**src/rtl/fpnew_sdotp_arbiter_pkg.sv**
```systemverilog
// ----------------------------------------------------------------------------
// fpnew_sdotp_arbiter_pkg
//   Shared definitions for the dot-product unit arbiter slice.
//   Contents:
//     lock_state_e : grant-lock state (IDLE / LOCKED). While LOCKED, the
//                    arbiter holds the grant on a requester that the unit
//                    has not yet accepted.
// ----------------------------------------------------------------------------
package fpnew_sdotp_arbiter_pkg;

  typedef enum logic {
    LOCK_IDLE   = 1'b0,
    LOCK_LOCKED = 1'b1
  } lock_state_e;

endpackage

```
**src/rtl/fpnew_sdotp_rr_picker.sv**
```systemverilog
// ----------------------------------------------------------------------------
// fpnew_sdotp_rr_picker
//   Combinational rotate-priority picker. It returns the first set bit of
//   `valid`, searching upward from `ptr` and wrapping modulo NumReq.
//   Ports:
//     valid : per-requester valid vector
//     ptr   : index with the highest priority this cycle
//     idx   : winning index (0 when nothing is valid)
//     any   : at least one valid bit is set
// ----------------------------------------------------------------------------
module fpnew_sdotp_rr_picker #(
  parameter int NumReq   = 4,
  parameter int IdxWidth = $clog2(NumReq)
) (
  input  logic [NumReq-1:0]   valid,
  input  logic [IdxWidth-1:0] ptr,
  output logic [IdxWidth-1:0] idx,
  output logic                any
);

  always_comb begin
    // NOTE: every output of a combinational block gets a default first, so
    // no path through the loop can leave it unassigned and infer a latch.
    idx = '0;
    any = 1'b0;
    for (int i = 0; i < NumReq; i++) begin
      if (!any && valid[(int'(ptr) + i) % NumReq]) begin
        any = 1'b1;
        idx = IdxWidth'((int'(ptr) + i) % NumReq);
      end
    end
  end

endmodule

```
**src/rtl/fpnew_sdotp_arbiter.sv**
```systemverilog
// ----------------------------------------------------------------------------
// fpnew_sdotp_arbiter
//   Round-robin scheduler that shares one fpnew_sdotp_multi_wrapper among
//   NumReq requesters. It grants one request per cycle, tags the issued
//   operation with the requester index, caps the number of operations in
//   flight at MaxOutstanding, and routes each result back by tag.
//   Ports:
//     clk_i, rst_i          : clock, synchronous active-high reset
//     req_valid_i/ready_o   : per-requester issue handshake
//     req_i                 : per-requester payload (forwarded untouched)
//     unit_valid_o/ready_i  : issue handshake towards the unit
//     unit_req_o/tag_o      : granted payload and requester index
//     unit_rsp_valid_i/ready_o, unit_rsp_i, unit_rsp_tag_i : unit result
//     rsp_valid_o/ready_i   : per-requester response handshake
//     rsp_o                 : response payload, broadcast to all requesters
//     flush_i/flush_o       : kill in-flight work, forwarded to the unit
//     busy_o                : operations pending or issuing
//   Both the request path and the response path are purely combinational.
// ----------------------------------------------------------------------------
module fpnew_sdotp_arbiter
  import fpnew_sdotp_arbiter_pkg::*;
#(
  parameter int  NumReq         = 4,
  parameter int  MaxOutstanding = 4,
  parameter type ReqType        = logic,
  parameter type RspType        = logic,
  localparam int IdxWidth       = $clog2(NumReq)
) (
  input  logic                clk_i,
  input  logic                rst_i,
  // requesters -> arbiter
  input  logic [NumReq-1:0]   req_valid_i,
  output logic [NumReq-1:0]   req_ready_o,
  input  ReqType              req_i [NumReq],
  // arbiter -> unit
  output logic                unit_valid_o,
  input  logic                unit_ready_i,
  output ReqType              unit_req_o,
  output logic [IdxWidth-1:0] unit_tag_o,
  // unit -> arbiter
  input  logic                unit_rsp_valid_i,
  output logic                unit_rsp_ready_o,
  input  RspType              unit_rsp_i,
  input  logic [IdxWidth-1:0] unit_rsp_tag_i,
  // arbiter -> requesters
  output logic [NumReq-1:0]   rsp_valid_o,
  input  logic [NumReq-1:0]   rsp_ready_i,
  output RspType              rsp_o,
  // control / status
  input  logic                flush_i,
  output logic                flush_o,
  output logic                busy_o
);

  localparam int CntWidth = $clog2(MaxOutstanding + 1);
  localparam logic [CntWidth-1:0] CntMax = CntWidth'(MaxOutstanding);

  lock_state_e         lock_state_q;
  logic                lock_q;
  logic [IdxWidth-1:0] lock_idx_q;
  logic [IdxWidth-1:0] ptr_q;
  logic [CntWidth-1:0] cnt_q;

  logic [IdxWidth-1:0] pick_idx;
  logic                pick_any;
  logic [IdxWidth-1:0] winner;
  logic                issue_hs;
  logic                rsp_hs;
  logic                rsp_dec;

  assign lock_q = (lock_state_q == LOCK_LOCKED);

  fpnew_sdotp_rr_picker #(
    .NumReq   (NumReq),
    .IdxWidth (IdxWidth)
  ) i_picker (
    .valid (req_valid_i),
    .ptr   (ptr_q),
    .idx   (pick_idx),
    .any   (pick_any)
  );

  // A stalled grant is pinned so the unit sees a stable payload and tag.
  assign winner = lock_q ? lock_idx_q : pick_idx;

  // The gate looks at the registered count only: a response arriving in the
  // same cycle frees a slot for the next cycle, not this one.
  assign unit_valid_o = pick_any && (cnt_q < CntMax) && !flush_i;
  assign unit_req_o   = req_i[winner];
  assign unit_tag_o   = winner;
  assign issue_hs     = unit_valid_o && unit_ready_i;

  always_comb begin
    req_ready_o = '0;
    if (issue_hs) req_ready_o[winner] = 1'b1;
  end

  // Response routing by tag.
  always_comb begin
    rsp_valid_o = '0;
    for (int t = 0; t < NumReq; t++) begin
      rsp_valid_o[t] = unit_rsp_valid_i && (unit_rsp_tag_i == IdxWidth'(t));
    end
  end

  assign unit_rsp_ready_o = rsp_ready_i[unit_rsp_tag_i];
  assign rsp_o            = unit_rsp_i;
  assign rsp_hs           = unit_rsp_valid_i && unit_rsp_ready_o;
  // Saturate at zero so a stray response cannot wrap the counter.
  assign rsp_dec          = rsp_hs && (cnt_q != '0);

  assign flush_o = flush_i;
  assign busy_o  = (cnt_q != '0) || unit_valid_o;

  always_ff @(posedge clk_i) begin
    // NOTE: state registers use non-blocking assignments so every register
    // samples the pre-edge values, independent of statement order.
    if (rst_i) begin
      lock_state_q <= LOCK_IDLE;
      lock_idx_q   <= '0;
      ptr_q        <= '0;
      cnt_q        <= '0;
    end else if (flush_i) begin
      // Handshakes in the flush cycle are discarded; the pointer holds.
      lock_state_q <= LOCK_IDLE;
      cnt_q        <= '0;
    end else begin
      unique case (lock_state_q)
        LOCK_IDLE: begin
          if (unit_valid_o && !unit_ready_i) begin
            lock_state_q <= LOCK_LOCKED;
            lock_idx_q   <= pick_idx;
          end
        end
        LOCK_LOCKED: begin
          if (issue_hs) lock_state_q <= LOCK_IDLE;
        end
        default: lock_state_q <= LOCK_IDLE;
      endcase

      if (issue_hs) begin
        ptr_q <= (winner == IdxWidth'(NumReq - 1)) ? '0 : winner + 1'b1;
      end

      if (issue_hs && !rsp_dec) begin
        cnt_q <= cnt_q + 1'b1;
      end else if (!issue_hs && rsp_dec) begin
        cnt_q <= cnt_q - 1'b1;
      end
    end
  end

  // A response with nothing outstanding is a protocol error by the unit.
  a_no_rsp_underflow : assert property (
    @(posedge clk_i) disable iff (rst_i)
    (rsp_hs && !flush_i) |-> (cnt_q != '0)
  );

endmodule

```
**config.mk**
```make
export PLATFORM = sky130hd
export DESIGN_NAME = fpnew_sdotp_arbiter
export DESIGN_NICKNAME = d
export VERILOG_FILES = /design/src/rtl/fpnew_sdotp_arbiter_pkg.sv /design/src/rtl/fpnew_sdotp_rr_picker.sv /design/src/rtl/fpnew_sdotp_arbiter.sv
export SDC_FILE = /design/constraint.sdc
export NUM_CORES = 1
export LEC_CHECK = 0
export CORE_MARGIN = 2
export CORE_UTILIZATION = 35
export DETAILED_ROUTE_END_ITERATION = 8
export HOLD_SLACK_MARGIN = 0.12
export PLACE_DENSITY = 0.86
export SLEW_MARGIN = 20
export SYNTH_ARGS = -nofsm -noshare
export SYNTH_HDL_FRONTEND = slang
export SYNTH_SLANG_ARGS = --single-unit
```
**constraint.sdc**
```tcl
create_clock -name clk_i -period 1.9 [get_ports clk_i]
set_input_delay 0.285 -clock clk_i [delete_from_list [all_inputs] [get_ports clk_i]]
set_output_delay 0.285 -clock clk_i [all_outputs]
set_load 0.02 [all_outputs]
```
# ---- Word level (Yosys, flattened, before mapping)
# Index checks and enable logic that the tools add are counted.
dict set report word_totals {
  ff_bits 8
  latch_bits 0
  ramBits 0
  rom_bits 0
  input_bits 20
  output_inout_bits 16
  wordCells 96
  mem_count 0
}
dict set report op_classes {
  addsub 6
  mul 0
  div 0
  order_cmp 9
  n_eq_ne 4
  shift 0
  muxes 34
  bitwise 6
  reduce_logical 33
}
# cell count
set ops {}
lappend ops {{$mux 1} 17}
lappend ops {{$logic_and 1x1->1} 16}
lappend ops {{$bmux 1 s2} 6}
lappend ops {{$lt 3x4->1 const B} 3}
lappend ops {{$mux 2} 6}
lappend ops {{$lt 2x3->1 const B} 3}
lappend ops {{$reduce_or 2->1} 4}
lappend ops {{$logic_not 1->1} 7}
lappend ops {{$eq 2x2->1 const B} 3}
lappend ops {{$mux 3} 2}
lappend ops {{$add 2x1->2 const B} 2}
lappend ops {{$add 2x2->2 const B} 2}
lappend ops {{$mux 4} 1}
lappend ops {{$add 3x1->3 const B} 1}
lappend ops {{$and 1x1->1 const A} 3}
lappend ops {{$ge 3x3->1 const B} 1}
lappend ops {{$lt 3x3->1 const B} 1}
lappend ops {{$not 2->3} 1}
lappend ops {{$reduce_and 3->1} 1}
lappend ops {{$reduce_bool 3->1} 1}
lappend ops {{$sub 3x1->3 const B} 1}
lappend ops {{$demux 1 s2} 1}
lappend ops {{$eq 2x1->1 const B} 1}
lappend ops {{$ge 2x1->1 const B} 1}
lappend ops {{6 further kinds} 7}

# ---- Logic depth before layout (Yosys ltp)
dict set report depth {
  ltp_word 21
  ltp_mapped 11
  depth_no_buf 11
}

# ---- By module
# Synthesis repeated with hierarchy kept, for this count alone.
dict set report unflattened {
  hier_cells 82
  hier_area_um2 664.4
}
# mod n_inst cells_each area_per_inst_um2 seq_area_each_um2
set by_module_without_submodules {}
lappend by_module_without_submodules {fpnew_sdotp_arbiter 1 67 586.8 160.2}
lappend by_module_without_submodules {fpnew_sdotp_rr_picker 1 15 77.6 0.0}

# ---- Worst setup path before layout
# OpenSTA, ideal clock, no wires.
dict set report synth_path {
  path_kind {input to register}
  from {input port unit_rsp_tag_i[0]}
  to {register cnt_q[2]}
  setup_ps 132
  arrival_time_ps 2029
  required_ps 1768
  setup_slack_ps -261
  stages 9
  n_path_buf 0
  path_cell_list {mux4_2 o311ai_0 ha_1 inv_1 fa_1 xor2_1 nor2_1 xnor2_1 nor3_1}
}
dict set report synth_between {
  elab_chain_cells 7
  elab_cells_between_ends 9
  cone_classes {mux: 3; reduce/logical: 6}
}
# element line_no
set synth_rtl {}
lappend synth_rtl {{start: declaration} fpnew_sdotp_arbiter.sv:44} ;# input logic [IdxWidth-1:0] unit_rsp_tag_i,
lappend synth_rtl {{$bmux 1 s2 (*)} fpnew_sdotp_arbiter.sv:106} ;# assign unit_rsp_ready_o = rsp_ready_i[unit_rsp_tag_i];
lappend synth_rtl {{$mux 1 (implied by the code) (*)} fpnew_sdotp_arbiter.sv:106}
lappend synth_rtl {{$logic_and 1x1->1 (*)} fpnew_sdotp_arbiter.sv:108} ;# assign rsp_hs = unit_rsp_valid_i && unit_rsp_ready_o;
lappend synth_rtl {{$logic_and 1x1->1 (*)} fpnew_sdotp_arbiter.sv:110} ;# assign rsp_dec = rsp_hs && (cnt_q != '0);
lappend synth_rtl {{$logic_not 1->1} fpnew_sdotp_arbiter.sv:145} ;# if (issue_hs && !rsp_dec) begin
lappend synth_rtl {{$logic_and 1x1->1} fpnew_sdotp_arbiter.sv:145}
lappend synth_rtl {{$mux 3 / $reduce_bool 2->1 (equally long branches)} -}
lappend synth_rtl {{end signal: assignment} fpnew_sdotp_arbiter.sv:146} ;# cnt_q <= cnt_q + 1'b1;
lappend synth_rtl {{end signal: assignment} fpnew_sdotp_arbiter.sv:148} ;# cnt_q <= cnt_q - 1'b1;
lappend synth_rtl {{end: declaration} fpnew_sdotp_arbiter.sv:62} ;# logic [CntWidth-1:0] cnt_q;
# Every way passes the cells marked *; elsewhere a longest branch is shown, timed or not. The select of a mux whose other input is x is not followed.
# A chain may end at the register's enable or synchronous reset.

# ---- Worst setup path after layout
dict set report layout_path {
  from {register ptr_q[1]}
  to {output port req_ready_o[3]}
}
dict set report layout_between {
  elab_chain_cells 18
  elab_cells_between_ends 38
  cone_classes {add/sub: 3; order compare: 2; mux: 23; reduce/logical: 10}
}
# element line_no
set layout_rtl {}
lappend layout_rtl {{start: declaration} fpnew_sdotp_arbiter.sv:61} ;# logic [IdxWidth-1:0] ptr_q;
lappend layout_rtl {{start signal: assignment} fpnew_sdotp_arbiter.sv:142} ;# ptr_q <= (winner == IdxWidth'(NumReq - 1)) ? '0 : winner + 1'b1;
lappend layout_rtl {{$add 2x1->2 / $bmux 1 s2 (equally long branches)} {fpnew_sdotp_rr_picker.sv:27, fpnew_sdotp_rr_picker.sv:29}}
lappend layout_rtl {{$bmux 1 s2 / $mux 1 (equally long branches)} fpnew_sdotp_rr_picker.sv:27} ;# if (!any && valid[(int'(ptr) + i) % NumReq]) begin
lappend layout_rtl {{$mux 1 (implied by the code)} fpnew_sdotp_rr_picker.sv:27}
lappend layout_rtl {{$mux 1 (implied by the code) / $logic_not 1->1 (equally long branches)} fpnew_sdotp_rr_picker.sv:27}
lappend layout_rtl {{$logic_and 1x1->1} fpnew_sdotp_rr_picker.sv:27}
lappend layout_rtl {{$mux 1} fpnew_sdotp_rr_picker.sv:27}
lappend layout_rtl {{$logic_not 1->1} fpnew_sdotp_rr_picker.sv:27}
lappend layout_rtl {{$logic_and 1x1->1} fpnew_sdotp_rr_picker.sv:27}
lappend layout_rtl {{[2 not listed]} -}
lappend layout_rtl {{$logic_and 1x1->1} fpnew_sdotp_rr_picker.sv:27}
lappend layout_rtl {{$mux 2} fpnew_sdotp_rr_picker.sv:27}
lappend layout_rtl {{$mux 2} fpnew_sdotp_arbiter.sv:84} ;# assign winner = lock_q ? lock_idx_q : pick_idx;
lappend layout_rtl {{$lt 2x3->1 (implied by the code) / $ge 2x1->1 (equally long branches)} fpnew_sdotp_arbiter.sv:95} ;# if (issue_hs) req_ready_o[winner] = 1'b1;
lappend layout_rtl {{$logic_and 1x1->1 (implied by the code)} fpnew_sdotp_arbiter.sv:95}
lappend layout_rtl {{$mux 1 (implied by the code)} fpnew_sdotp_arbiter.sv:95}
lappend layout_rtl {{$demux 1 s2} fpnew_sdotp_arbiter.sv:95}
lappend layout_rtl {{$mux 4 (*)} fpnew_sdotp_arbiter.sv:95}
lappend layout_rtl {{end: declaration} fpnew_sdotp_arbiter.sv:33} ;# output logic [NumReq-1:0] req_ready_o,
# Marked as above.

==> results.toml <==
[place]
hpwl_um = 1634
port_buffers = 33
place_congestion = 0.7825
place_area_mm2 = 0.001240

[drt]
drtIter0Drc = 10
wl_um = 2384
via_per_inst = 4.889
drcViolationCount = 0
wire_per_inst_um = 13.94
vias = 836
drtPass1Iterations = 4
drtAntennaViolNets = 0

[die]
core_area_mm2 = 0.001942
rows = 16
fp.dieH_um = 49.06
dieArea_mm2 = 0.002407
start_util_pct = 36.60
io_pins = 36
die_width_um = 49.06

[setup_path]
worstPathRequired_ps = 1620
critical_path_arrival_ps = 1830
crit_path_top_delay_cell = "dfxtp_4"
path_class = "reg -> out"
cp_slowest_stage_delay_ps = 380
path_buf_inv = 2
cp-end-kind = "output port"
reg2reg_slack_ps = -20
start_kind = "register"
crit_path_max_fanout = 5
crit_family = "flip-flops"
path_cells = "mux2i_2, nor2_2, o31ai_4, buf_4, ha_4, and3_4, buf_6"

[outcome]
violations = "setup timing"
status = "complete, but fails checks"

[power]
share_comb_of_total_power_pct = 55.3
power_density_mw_per_mm2 = 488.3
switchingPower_w = 0.0002468
clockPowerShare_pct = 17.9
p_sw_share_pct = 34.38
p_int_w = 0.0004711
p_leak_nw = 0.6727
peakVddDrop_v = 0.0003916
p_seq_share_pct = 26.8

[clock_tree]
clkSinkCount = 8
cts_tree = "done"
htreeDepth = 1
cts_buffer_depth = 2
clk_pin_slew_ps = 60
root_buffer = "clkbuf_4"
clk_latency_ps = 250
cts_inserted_buffers = 3

[global_routing]
grt_use_total_pct = 20.52
antenna_found_initial = 0
grt_pass1_vias = 885
grt_max_degree = 9
grt_pass1_wl_um = 3829
overflow = 0

[hold_path]
hold_class = "reg -> reg"

[yosys]
yosys-top-cells-area = "dfxtp_1, ha_1, mux2i_1"
yosysMostFrequentCell = "dfxtp_1"
synthesis.nets = 103
synth_top_area_cell = "dfxtp_1"
synthTopCellsByCount = "dfxtp_1, mux2i_1, nand2_1, nor2_1"
ys_async_sr_fraction_pct = 0
ys_types = 35
yosysTopAreaCellShare_pct = 22.54
syn_inst = 77
ys_seq_elements = 8
syn_area_um2 = 710.7
synth_warnings = 0
synth.avg_cell_area_um2 = 9.230
synth-seq-area-share_pct = 22.54
synth_flop_cell = "dfxtp_1"
synth_edf_count = 0

[sta]
worstMarginPinSlew_ps = 369.6
tns_ps = -1163
slew_violations = 0
min_period_over_period_pct = 111.3
fin_crit_ps = 2114
holdWs_ps = 473.1
relSlewSlack_pct = 75.28
setup_viol = 8
worst_slack_ps = -214.0
hold_violations = 0
finalClockSkew_ps = 2.572
rsz0062_at_grt = "true"
fmax_ghz = 0.4730

[final_layout]
drive_above_1_share_pct = 61.81
antenna_cells = 0
nets = 172
synthToLayoutAreaGrowth_pct = 106.9
design_area_mm2 = 0.001470
fin_util_pct = 75.71

[flow_run]
drv_cap = 0
==> worst register-to-register path, stage by stage (launching register included) <==
cell and delay (ps):
dfxtp_2 330, nor3_4 240, buf_12 140, nand2_4 50, inv_4 70, ha_4 130, inv_2 30, fa_2 320
xor2_1 150, nor2_1 140, xnor2_1 130, nor3_1 60
==> final cells by class <==
cell class                      instances  area (um^2)
Tap cell                               27        33.78
Clock buffer                            3        22.52
Sequential cell                         8        166.4
Timing Repair Buffer                   67        573.1
Inverter                                6        25.02
Fill cell                             137        471.7
Multi-Input combinational cell         60        649.4
==> kinds of logic (layout without fill, tap and decap cells) <==
logic type | Yosys count | in the layout | share of synthesized area [%]
compound gates | 10 | 10 | 14.79
xor+xnor | 3 | 3 | 3.698
fa+ha+maj | 6 | 6 | 11.62
buf+inv | 9 | 76 | 5.809
flops | 8 | 8 | 22.53
mux | 8 | 8 | 13.20
simple gates | 33 | 33 | 28.35
==> cell usage in the layout (no fill, tap or decap), drive strengths merged, types with 2 or more instances in the layout <==
master	synthesis	routed
buf	2	52
clkdlybuf4s50	0	9
nand2	8	8
dfxtp	8	8
dlygate4sd2	0	6
mux2i	6	6
nor2	6	6
inv	6	6
nor3	5	5
and3	5	5
ha	5	5
clkbuf	1	3
a21oi	3	3
o31ai	2	2
xor2	2	2
or3	2	2
==> per-stage QoR <==
stage / total power, W / std cells / setup slack (ps)
final: 0.0007179 / 171 / -214.0
after detailed placement: 0.0005069 / 154 / -904.2
after global routing: 0.0007627 / 171 / -317.6
after CTS: 0.0006944 / 168 / -209.7
after floorplan: 0.0003459 / 77 / -212.6
after global placement: 0.0004959 / 154 / -841.2
==> worst paths after layout <==
check	cells after the start	end	from
worst max-delay path	7	req_ready_o[3]	ptr_q[1]
worst min-delay path	2	lock_idx_q[0]	lock_idx_q[0]
worst max register to register	11	cnt_q[2]	cnt_q[2]
worst min register to register	2	lock_idx_q[0]	lock_idx_q[0]
==> power groups by stage <==
stage	registers [W]	logic, W	clock network [W]
global route	0.000194	0.000425	0.000144
global placement	0.000192	0.000304	0
floorplan	0.000193	0.000153	0
finish	0.000192	0.000397	0.000129
CTS	0.000191	0.000372	0.000132
detailed placement	0.000193	0.000314	0
==> routing by layer <==
| layer | global-route usage (%) | up-vias | share of wire, % |
|---|---|---|---|
| met4 | 3.333 | 0 | 0.67 |
| met2 | 40.77 | 21 | 58 |
| met5 | 0 | - | 0 |
| met3 | 4.601 | 2 | 3.4 |
| met1 | 21.78 | 401 | 38 |
| li1 | - | 412 | - |
==> what timing repair did <==
item	4_1_cts	5_1_grt
gates resized for setup	109	10
setup endpoints to repair	21	11
hold buffers	0	0
pin swaps	18	10
buffers inserted	12	3
cloned	0	0
Power figures use the tool's default switching activity.
